[src/rtl/stream_demux_1to2.sv]
// Buffered 1-to-2 stream demultiplexer: each output owns a DEPTH-entry FIFO so one stalled
// consumer never blocks the other. Optional per-output accept counters with STREAM_DEMUX_COUNT_EN.
module stream_demux_1to2 #(
    parameter int WIDTH = 32,
    parameter int DEPTH = 2
) (
    input  logic             CLK,
    input  logic             RST,
    input  logic [WIDTH-1:0] IN,
    input  logic             IN_VALID,
    output logic             IN_READY,
    input  logic             SEL,
    output logic [WIDTH-1:0] OUT_0,
    output logic             OUT_0_VALID,
    input  logic             OUT_0_READY,
    output logic [WIDTH-1:0] OUT_1,
    output logic             OUT_1_VALID,
    input  logic             OUT_1_READY
`ifdef STREAM_DEMUX_COUNT_EN
    ,
    output logic [31:0]      CNT_0,
    output logic [31:0]      CNT_1
`endif
);

    localparam int PW = (DEPTH > 1) ? $clog2(DEPTH) : 1;
    localparam int CW = $clog2(DEPTH + 1);

    typedef logic [PW-1:0] ptr_t;
    typedef logic [CW-1:0] cnt_t;

    logic [WIDTH-1:0] mem_q [2][DEPTH];
    ptr_t             wr_q  [2];
    ptr_t             wr_d  [2];
    ptr_t             rd_q  [2];
    ptr_t             rd_d  [2];
    cnt_t             cnt_q [2];
    cnt_t             cnt_d [2];

    logic [1:0] full;
    logic [1:0] nonempty;
    logic [1:0] out_rdy;
    logic [1:0] push;
    logic [1:0] pop;
    logic       accept;

    always_comb begin
        full     = '0;
        nonempty = '0;
        for (int n = 0; n < 2; n++) begin
            full[n]     = (cnt_q[n] == cnt_t'(DEPTH));
            nonempty[n] = (cnt_q[n] != '0);
        end
    end

    // Readiness looks only at registered counts, so a same-cycle pop cannot open a full FIFO.
    assign IN_READY = ~full[SEL];
    assign accept   = IN_VALID & IN_READY;
    assign push     = accept ? (SEL ? 2'b10 : 2'b01) : 2'b00;
    assign out_rdy  = {OUT_1_READY, OUT_0_READY};
    assign pop      = nonempty & out_rdy;

    always_comb begin
        for (int n = 0; n < 2; n++) begin
            wr_d[n]  = wr_q[n];
            rd_d[n]  = rd_q[n];
            cnt_d[n] = cnt_q[n];
            if (push[n]) begin
                wr_d[n] = wr_q[n] + ptr_t'(1);
            end
            if (pop[n]) begin
                rd_d[n] = rd_q[n] + ptr_t'(1);
            end
            case ({push[n], pop[n]})
                2'b10:   cnt_d[n] = cnt_q[n] + cnt_t'(1);
                2'b01:   cnt_d[n] = cnt_q[n] - cnt_t'(1);
                default: cnt_d[n] = cnt_q[n];
            endcase
        end
    end

    always_ff @(posedge CLK) begin
        if (RST) begin
            for (int n = 0; n < 2; n++) begin
                wr_q[n]  <= '0;
                rd_q[n]  <= '0;
                cnt_q[n] <= '0;
            end
        end else begin
            for (int n = 0; n < 2; n++) begin
                wr_q[n]  <= wr_d[n];
                rd_q[n]  <= rd_d[n];
                cnt_q[n] <= cnt_d[n];
            end
        end
    end

    // Storage is not reset; empty outputs are forced to zero instead.
    always_ff @(posedge CLK) begin
        if (accept) begin
            mem_q[SEL][wr_q[SEL]] <= IN;
        end
    end

    assign OUT_0       = nonempty[0] ? mem_q[0][rd_q[0]] : '0;
    assign OUT_1       = nonempty[1] ? mem_q[1][rd_q[1]] : '0;
    assign OUT_0_VALID = nonempty[0];
    assign OUT_1_VALID = nonempty[1];

`ifdef STREAM_DEMUX_COUNT_EN
    logic [31:0] acc_q [2];

    always_ff @(posedge CLK) begin
        if (RST) begin
            acc_q[0] <= '0;
            acc_q[1] <= '0;
        end else begin
            for (int n = 0; n < 2; n++) begin
                if (push[n]) begin
                    acc_q[n] <= acc_q[n] + 32'd1;
                end
            end
        end
    end

    assign CNT_0 = acc_q[0];
    assign CNT_1 = acc_q[1];
`endif

endmodule

[config.mk]
export PLATFORM = sky130hd
export DESIGN_NAME = stream_demux_1to2
export DESIGN_NICKNAME = d
export VERILOG_FILES = /design/src/rtl/stream_demux_1to2.sv
export SDC_FILE = /design/constraint.sdc
export NUM_CORES = 1
export LEC_CHECK = 0
export ABC_AREA = 1
export CAP_MARGIN = 20
export CORE_ASPECT_RATIO = 1.2
export CORE_MARGIN = 2
export CORE_UTILIZATION = 39
export CTS_CLUSTER_DIAMETER = 150
export CTS_CLUSTER_SIZE = 8
export DETAILED_ROUTE_END_ITERATION = 10
export SYNTH_ARGS = -nofsm -noshare
export SYNTH_HDL_FRONTEND = slang
export SYNTH_SLANG_ARGS = --single-unit
[constraint.sdc]
create_clock -name CLK -period 3.9 [get_ports CLK]
set_input_delay 0.78 -clock CLK [delete_from_list [all_inputs] [get_ports CLK]]
set_output_delay 0.78 -clock CLK [all_outputs]
set_load 0.02 [all_outputs]
==> metrics.cfg, run 1 <==
[power]
p_int_mw = 3.00
p_seq_share_pct = 40.0
p_clk_share_pct = 29.7
p_leak_nw = 2.44
ir_drop_v = 0.000358
p_comb_share_pct = 30.3
p_sw_share_pct = 31.7
cellPowerDensity_mw_per_mm2 = 635
p_sw_mw = 1.39

[clocking]
cts_setup_buffers = 0
cts_root_buf = clkbuf_16
cts_buffers = 17
ctsResizeCount = 0
cts_hold_buffers = 0
cts_tree = done
cts_sinks = 136
h-tree-depth = 4
clkTransAtPathRegs_ns = 0.05
clock_latency_ns = 0.40
clockBufferDepth = 2

[worst_hold_path]
hp-start = wr_q[1]
holdCritPathClass = register to register

[floorplanning]
placementRows = 46
coreArea_mm2 = 0.0132
die_w_um = 110
fp.dieH_um = 131
fp.dieArea_mm2 = 0.0144
ioPinCount = 105
start_util_pct = 39.8

[global_route]
grt_max_degree = 35
track_usage_pct = 17.2
grt_first_pass_wirelength_um = 17900
grt_pass1_vias = 3432
overflow = 0
grt_antenna_before_repair = 1

[layout]
fin_nets = 556
fill_cells = 1119
final_core_util_pct = 52.4
final_cell_mix = nand2_1 (139), edfxtp_1 (128), clkdlybuf4s50_1 (104)
syn2layout_area_growth_pct = 31.7
drive_gt1_share_pct = 7.98
layout_commonest_cell = nand2_1

[routing]
first_pass_iters = 4
dr_total_vias = 3377
wirelength_um = 11700
first_iter_violations = 180
avgRoutedWirePerCell_um = 16.8
via_per_inst = 4.86
final_antenna_net_count = 0
drc = 0

[sta]
drv_slew = 0
finalCritPeriodShare_pct = 83.4
setup_viol = 0
fmax_ghz = 0.307
grt_setup_unrepaired = no
slew_headroom_pct = 32.2
worstMarginPinSlew_ns = 1.01
clock_skew_ns = 0.00351
finalHoldViolCount = 0
totalNegativeSetupSlack_ns = 0
min_period_ns = 3.25

[worst_setup_path]
critPathRequiredTime_ns = 3.12
cp_top_family = buffers and inverters
crit_type = register to output pin
r2r-start = cnt_q[0][3]
crit_slowest_cell = clkdlybuf4s50_1
reg2reg_slack_ns = 1.78
crit_start = rd_q[0][0]
max_stage_delay_ns = 0.66
start_kind = register
cp.arrival_ns = 2.47
cp_cell_sequence = inv_2 > nand2_1 > a21oi_1 > clkdlybuf4s50_1
crit_path_end_kind = output pin
path_buf_inv = 2
crit_path_max_fanout = 32

[synth]
syn_avg_cell_area_um2 = 12.9
synth_warnings = 0
synth_cells = 408
ys_seq_elements = 136
syn-num-nets = 448
netlist_area_mm2 = 0.00525
synth.distinct_cells = 20
seq_area_frac_synth_pct = 76.3

[placed_design]
gp_congestion = 0.723
port-buffer-count = 104
dp_hpwl_um = 6990

[run]
drv_cap = 0

[run_status]
status = complete, no violations

-- per-stage QoR --
stage | hold WS [ns] | cell area, µm² | power, mW | std cells | worst slack (ns)
floorplan | 0.435 | 5250 | 2.52 | 408 | 1.12
global placement | 0.480 | 6430 | 3.11 | 665 | 0.947
detailed placement | 0.494 | 6430 | 3.13 | 665 | 0.944
CTS | 0.504 | 6910 | 4.43 | 694 | 0.619
global route | 0.515 | 6910 | 4.59 | 694 | 0.477
finish | 0.500 | 6910 | 4.39 | 695 | 0.647
-- cells by family after synthesis --
group | count (synthesis) | synth area share (%)
xor+xnor | 1 | 0.167
flops | 136 | 76.3
simple gates | 159 | 12.2
compound gates | 73 | 7.27
fa+ha+maj | 2 | 0.477
buf+inv | 37 | 3.62
-- area by class of cell --
class	count	area [µm²]	area share (%)
clock buffer	21	440	6.37
tap	168	210	3.04
clock inverter	8	35.0	0.507
timing repair buffer	110	1090	15.7
inverter	16	60.1	0.869
antenna	1	2.50	0.0362
multi-input combinational	235	1070	15.5
sequential	136	4010	57.9
-- power groups by stage --
stage | registers, mW | logic, mW | clock network (mW)
finish | 1.76 | 1.33 | 1.30
global placement | 1.78 | 1.33 | 0
floorplan | 1.75 | 0.771 | 0
CTS | 1.76 | 1.35 | 1.33
detailed placement | 1.79 | 1.34 | 0
global route | 1.77 | 1.43 | 1.39
-- worst paths after layout --
path	endpoint	cells after the start
worst max-delay path	OUT_0[7]	4
worst min-delay path	wr_q[1]	2
worst max register to register	cnt_q[0][3]	7
worst min register to register	wr_q[1]	2
-- layer usage --
layer	vias to the layer above	GRT usage, %	share of wire (%)
met2	100	29.4	52
met1	1632	20.4	41
met4	0	6.92	1.3
met5	-	0	0
met3	11	4.89	5.5
li1	1634	-	-
-- tightest hold or removal path, delay by kind of cell (launching register included) --
kind / cells / cell delay [ns]
DFF: 1 / 0.34
buffers and inverters: 1 / 0.06
AOI/OAI and AO/OA: 1 / 0.05
-- cells in the mapped netlist --
cell	count	area (µm²)
ha_1	2	25.0
inv_2	3	11.3
nor2_1	10	37.5
nand4_1	1	6.26
nand2_1	139	522
a21oi_1	68	340
o21ai_0	3	15.0
nor2_2	4	25.0
nor3_1	1	5.00
nand3_2	1	10.0
nor3_2	1	10.0
o21ai_1	1	5.00
o211ai_4	1	21.3
dfxtp_1	8	160
inv_1	13	48.8
buf_4	10	75.1
edfxtp_1	128	3840
buf_2	11	55.1
xor2_1	1	8.76
nor2_4	2	22.5
-- state kept, by name, summed over array words and instances, names as in the netlist --
register	flops
cnt_q	4
rd_q	2
mem_q	128
wr_q	2
Power figures use the tool's default switching activity.
==> inputs of run 2 (changes only) <==
--- a/config.mk
+++ b/config.mk
@@ -13,6 +13,7 @@
 export CTS_CLUSTER_DIAMETER = 150
 export CTS_CLUSTER_SIZE = 8
 export DETAILED_ROUTE_END_ITERATION = 10
+export PLACE_DENSITY = 0.66
 export SYNTH_ARGS = -nofsm -noshare
 export SYNTH_HDL_FRONTEND = slang
 export SYNTH_SLANG_ARGS = --single-unit
==> constraint.sdc (replaced) <==
create_clock -name CLK -period 2.9 [get_ports CLK]
set_input_delay 0.58 -clock CLK [delete_from_list [all_inputs] [get_ports CLK]]
set_output_delay 0.58 -clock CLK [all_outputs]
set_load 0.02 [all_outputs]
==> metrics.cfg, run 2 (synthesized netlist as in run 1, its figures left out) <==
[layout]
syn2layout_area_growth_pct = 34.4
final_cell_mix = nand2_1 (139), edfxtp_1 (128), clkdlybuf4s50_1 (100)
drive_gt1_share_pct = 9.79  ; +1.8 points
layout_commonest_cell = nand2_1
largest_reg_flops = 128  ; unchanged
diodes = 0  ; -1
fin_nets = 559  ; +0.54%

[sta]
finalCritPeriodShare_pct = 94.1
clock_skew_ns = 0.0106  ; +0.00706 ns
drv_slew = 0  ; unchanged
setup_viol = 0  ; unchanged
slew_headroom_pct = 57.4  ; +25 points
totalNegativeSetupSlack_ns = 0  ; unchanged
grt_setup_unrepaired = no
worstMarginPinSlew_ns = 0.639  ; -0.376 ns
finalHoldViolCount = 0  ; unchanged
min_period_ns = 2.73
fmax_ghz = 0.366

[clocking]
cts_root_buf = clkbuf_16
cts_hold_buffers = 0  ; unchanged
cts_buffers = 17  ; unchanged
cts_setup_buffers = 0  ; unchanged
cts_sinks = 136  ; unchanged
h-tree-depth = 4  ; unchanged
clkTransAtPathRegs_ns = 0.05  ; about the same
cts_tree = done
clockBufferDepth = 2  ; unchanged
clock_latency_ns = 0.41  ; about the same

[routing]
wirelength_um = 12500  ; +6.5%
avgRoutedWirePerCell_um = 17.8  ; +5.9%
first_iter_violations = 191  ; +6.1%
via_per_inst = 4.85  ; -0.25%
final_antenna_net_count = 0  ; unchanged
dr_total_vias = 3388  ; +0.33%
first_pass_iters = 4  ; unchanged
drc = 0  ; unchanged

[worst_hold_path]
min_to = wr_q[1]
holdCritPathClass = register to register
hp-start = wr_q[1]
hold_path_depth = 2  ; unchanged

[placed_design]
dp_hpwl_um = 7300  ; +4.4%
port-buffer-count = 104  ; unchanged
gp_congestion = 0.753  ; +4.2%

[floorplanning]
die_w_um = 110  ; unchanged
coreArea_mm2 = 0.0132  ; unchanged
start_util_pct = 39.8  ; unchanged
fp.dieArea_mm2 = 0.0144  ; unchanged
ioPinCount = 105  ; unchanged
fp.dieH_um = 131  ; unchanged
placementRows = 46  ; unchanged

[worst_setup_path]
max_stage_delay_ns = 0.62  ; -0.04 ns
rr_endpoint = cnt_q[0][1]
crit_start = rd_q[0][0]
crit_type = register to output pin
cp_cell_sequence = inv_2 > nand2_1 > a21oi_1 > clkdlybuf4s50_1
critPathRequiredTime_ns = 2.32  ; -0.80 ns
r2r_cells = 7  ; unchanged
crit_slowest_cell = clkdlybuf4s50_1
r2r-start = cnt_q[0][0]
cp.arrival_ns = 2.15  ; -0.32 ns
crit_path_end_kind = output pin
reg2reg_slack_ns = 0.96  ; -0.82 ns
start_kind = register
crit_path_max_fanout = 32  ; unchanged

[global_route]
grt_max_degree = 35  ; unchanged
grt_first_pass_wirelength_um = 18200  ; +1.4%
grt_pass1_vias = 3412  ; -0.58%
track_usage_pct = 17.5  ; +0.30 points
grt_antenna_before_repair = 0  ; -1
overflow = 0  ; unchanged

[power]
p_leak_nw = 2.52  ; +3.2%
power.total_mw = 6.31  ; +44%
cellPowerDensity_mw_per_mm2 = 894  ; +41%
ir_drop_v = 0.000441  ; +23%

[run]
drv_cap = 0  ; unchanged

[run_status]
status = complete, no violations

run 2: cell types whose count changed in the layout (fill, tap and decap cells not counted):
cell and delta:
buf_12 +1, buf_4 +1, bufinv_16 +3, clkbuf_1 -3, clkdlybuf4s50_1 -4, clkinv_1 -2
clkinv_4 +1, clkinvlp_4 +2, diode_2 -1, dlygate4sd2_1 +4, inv_2 -1, inv_6 +2
nor2_4 +1
run 2: worst max-delay path by stage:
stage	endpoint	slack [ns]	cells after the start
detailed placement	IN_READY	0.34	6
global route	OUT_0[5]	0.03	4
global placement	IN_READY	0.30	6
finish	OUT_0[1]	0.17	4
floorplan	mem_q[0][32]	0.32	3
CTS	OUT_0[18]	0.003	3
run 2: metrics by stage:
stage	setup WS [ns]	instances	util [%]	cell area [µm²]	hold slack (ns)
after global routing	0.0327	699	53.5	7050	0.534
after detailed placement	0.337	667	49.0	6460	0.488
after CTS	0.00327	698	53.4	7040	0.499
final	0.170	699	53.5	7050	0.498
after global placement	0.304	667	49.0	6460	0.483
after floorplan	0.321	408	-	5250	0.435
run 2: routing by layer:
metal  GRT usage (%)  wire [µm]
met1            20.0       4990
met2            31.8       6860
met3            4.79        533
met4            5.36         74
met5               0          0
run 2: critical path: cells and delay by family, from the launching register on:
kind	cells	cell delay, ns
flip-flops	1	0.32
AO/OA/AOI/OAI	1	0.17
buffers and inverters	2	1.08
AND/OR/NAND/NOR	1	0.17
run 2: cell type report:
type / instances / area (µm²)
Clock buffer: 18 / 429
Clock inverter: 13 / 154
Fill cell: 1119 / 6130
Inverter: 16 / 61.3
Multi-Input combinational cell: 236 / 1080
Sequential cell: 136 / 4010
Tap cell: 168 / 210
Timing Repair Buffer: 112 / 1110
run 2: power breakdown:
group / switching (mW) / internal (mW)
sequential: 0.0750 / 2.28
combinational: 1.14 / 0.696
clock: 0.774 / 1.34
run 2: what timing repair did:
action / 4_1_cts / 5_1_grt
resized for setup: 4 / 2
endpoints found under the setup margin: 4 / 30
cloned: 0 / 1
==> inputs of run 3 (changes only) <==
--- a/config.mk
+++ b/config.mk
@@ -13,7 +13,9 @@
 export CTS_CLUSTER_DIAMETER = 150
 export CTS_CLUSTER_SIZE = 8
 export DETAILED_ROUTE_END_ITERATION = 10
+export GPL_TIMING_DRIVEN = 0
 export PLACE_DENSITY = 0.66
+export SKIP_LAST_GASP = 1
 export SYNTH_ARGS = -nofsm -noshare
 export SYNTH_HDL_FRONTEND = slang
 export SYNTH_SLANG_ARGS = --single-unit
==> metrics.cfg, run 3 (synthesized netlist as in run 1, its figures left out) <==
[sta]
setup_viol = 0  ; unchanged
finalHoldViolCount = 0  ; unchanged
setup_ws_ns = 0.194  ; +0.0239 ns
min_period_ns = 2.71  ; -0.0239 ns
finalCritPeriodShare_pct = 93.3  ; -0.82 points
hold_ws_ns = 0.499  ; +0.00151 ns
totalNegativeSetupSlack_ns = 0  ; unchanged
grt_setup_unrepaired = no
clock_skew_ns = 0.00861  ; -0.00195 ns
worstMarginPinSlew_ns = 0.806  ; +0.168 ns
slew_headroom_pct = 46.2  ; -11 points
fmax_ghz = 0.370  ; +0.88%
drv_slew = 0  ; unchanged

[routing]
first_iter_violations = 155  ; -19%
dr_total_vias = 3477  ; +2.6%
wirelength_um = 12000  ; -3.4%
drc = 0  ; unchanged
via_per_inst = 4.86  ; +0.33%
avgRoutedWirePerCell_um = 16.8  ; -5.6%
first_pass_iters = 4  ; unchanged
final_antenna_net_count = 0  ; unchanged

[clocking]
cts_tree = done
cts_setup_buffers = 0  ; unchanged
clkTransAtPathRegs_ns = 0.05  ; about the same
clock_latency_ns = 0.41  ; about the same
h-tree-depth = 4  ; unchanged
cts_buffers = 17  ; unchanged
cts_root_buf = clkbuf_16
clockBufferDepth = 2  ; unchanged
cts_hold_buffers = 0  ; unchanged
ctsResizeCount = 0  ; -4
cts_sinks = 136  ; unchanged

[global_route]
gr-usage-met3_pct = 4.35  ; -0.44 points
grt_max_degree = 33  ; -5.7%
grtUsageMet1_pct = 21.7  ; +1.7 points
use_met2_pct = 30.2  ; -1.7 points
track_usage_pct = 17.7  ; +0.20 points
grt_pass1_vias = 3554  ; +4.2%
busiest_layer = met2
grt_antenna_before_repair = 0  ; unchanged
grt_first_pass_wirelength_um = 18500  ; +1.7%
overflow = 0  ; unchanged

[worst_setup_path]
start_kind = register
crit_path_end_kind = output pin
crit_path_max_fanout = 10  ; -69%
crit_slowest_cell = clkdlybuf4s50_1
path_buf_inv = 3  ; +1
cp_top_family = buffers and inverters
max_stage_delay_ns = 0.65  ; +0.03 ns
critPathRequiredTime_ns = 2.32  ; about the same
cp_cell_sequence = buf_2 > buf_2 > nand2_1 > a21oi_1 > clkdlybuf4s50_1
cp.arrival_ns = 2.13  ; -0.02 ns
critPathMostFrequentCell = buf_2
crit_type = register to output pin

[run_status]
status = complete, no violations

[floorplanning]
fp.dieArea_mm2 = 0.0144  ; unchanged
die_w_um = 110  ; unchanged
ioPinCount = 105  ; unchanged
start_util_pct = 39.8  ; unchanged
coreArea_mm2 = 0.0132  ; unchanged
placementRows = 46  ; unchanged
fp.dieH_um = 131  ; unchanged

[layout]
syn2layout_area_growth_pct = 37.1
diodes = 0  ; unchanged
final_cell_mix = nand2_1 (139), edfxtp_1 (128), clkdlybuf4s50_1 (104)
final_cells = 715  ; +2.3%
largest_reg_flops = 128  ; unchanged
layout_commonest_cell = nand2_1
fin_nets = 574  ; +2.7%
drive_gt1_share_pct = 11.9  ; +2.1 points

[placed_design]
gp_congestion = 0.775  ; +3.0%
dpl_worst_slack_ns = 0.307  ; -0.0300 ns
dp.cells = 683  ; +2.4%
port-buffer-count = 104  ; unchanged
dp_hpwl_um = 7940  ; +8.8%

[power]
ir_drop_v = 0.000435  ; -1.4%
cellPowerDensity_mw_per_mm2 = 899  ; +0.50%
p_leak_nw = 2.58  ; +2.7%
power.total_mw = 6.47  ; +2.5%

[run]
drv_cap = 0  ; unchanged

[worst_hold_path]
holdCritPathClass = register to register

## run 3: changes by cell type in the layout (fill, tap and decap cells not counted), sizes merged
cell           previous run  this run
clkbuf                   18        20
bufinv                    3         4
dlygate4sd2               4         0
clkinvlp                  2         1
nor2                     17        16
inv                      17        18
clkdlybuf4s50           100       104
buf                       8        24
clkinv                    7         5
## run 3: routing by layer
metal	vias to the layer above	part of all wire, %
li1	1672	-
met1	1685	42
met2	100	51
met3	20	5.0
met4	0	2.3
met5	-	0
## run 3: area by class of cell
class	count	area (µm²)
fill	1109	5980
sequential	136	4000
timing repair buffer	107	1110
multi-input combinational	235	1070
clock buffer	20	437
tap	168	210
clock inverter	12	174
buffer	21	130
inverter	16	60.1
## run 3: power breakdown
group	switching [mW]	leakage [nW]	internal, mW
Sequential	0.0399	1.24	2.28
Clock	0.772	0.292	1.44
Combinational	1.15	1.05	0.785
Total	1.96	2.58	4.50
## run 3: through the flow
| stage | util [%] | cell area, µm² |
|---|---|---|
| final | 54.6 | 7200 |
| after global placement | 49.3 | 6500 |
| after floorplan | - | 5250 |
| after CTS | 54.6 | 7200 |
| after global routing | 54.6 | 7200 |
| after detailed placement | 50.0 | 6590 |
## run 3: worst register-to-register path: cells and delay by family (launching register included)
| kind | cells | cell delay (ns) |
|---|---|---|
| AND/OR/NAND/NOR | 3 | 0.73 |
| buffers and inverters | 2 | 0.33 |
| flip-flops | 1 | 0.40 |
## run 3: path summary, 6_finish.rpt
| path | from | cells after the start | end | slack [ns] |
|---|---|---|---|---|
| max | rd_q[0][1] | 5 | OUT_1[0] | 0.19 |
| min | wr_q[1] | 2 | wr_q[1] | 0.50 |
| max reg2reg | cnt_q[0][2] | 5 | mem_q[1][32] | 1.13 |
| min reg2reg | wr_q[1] | 2 | wr_q[1] | 0.50 |
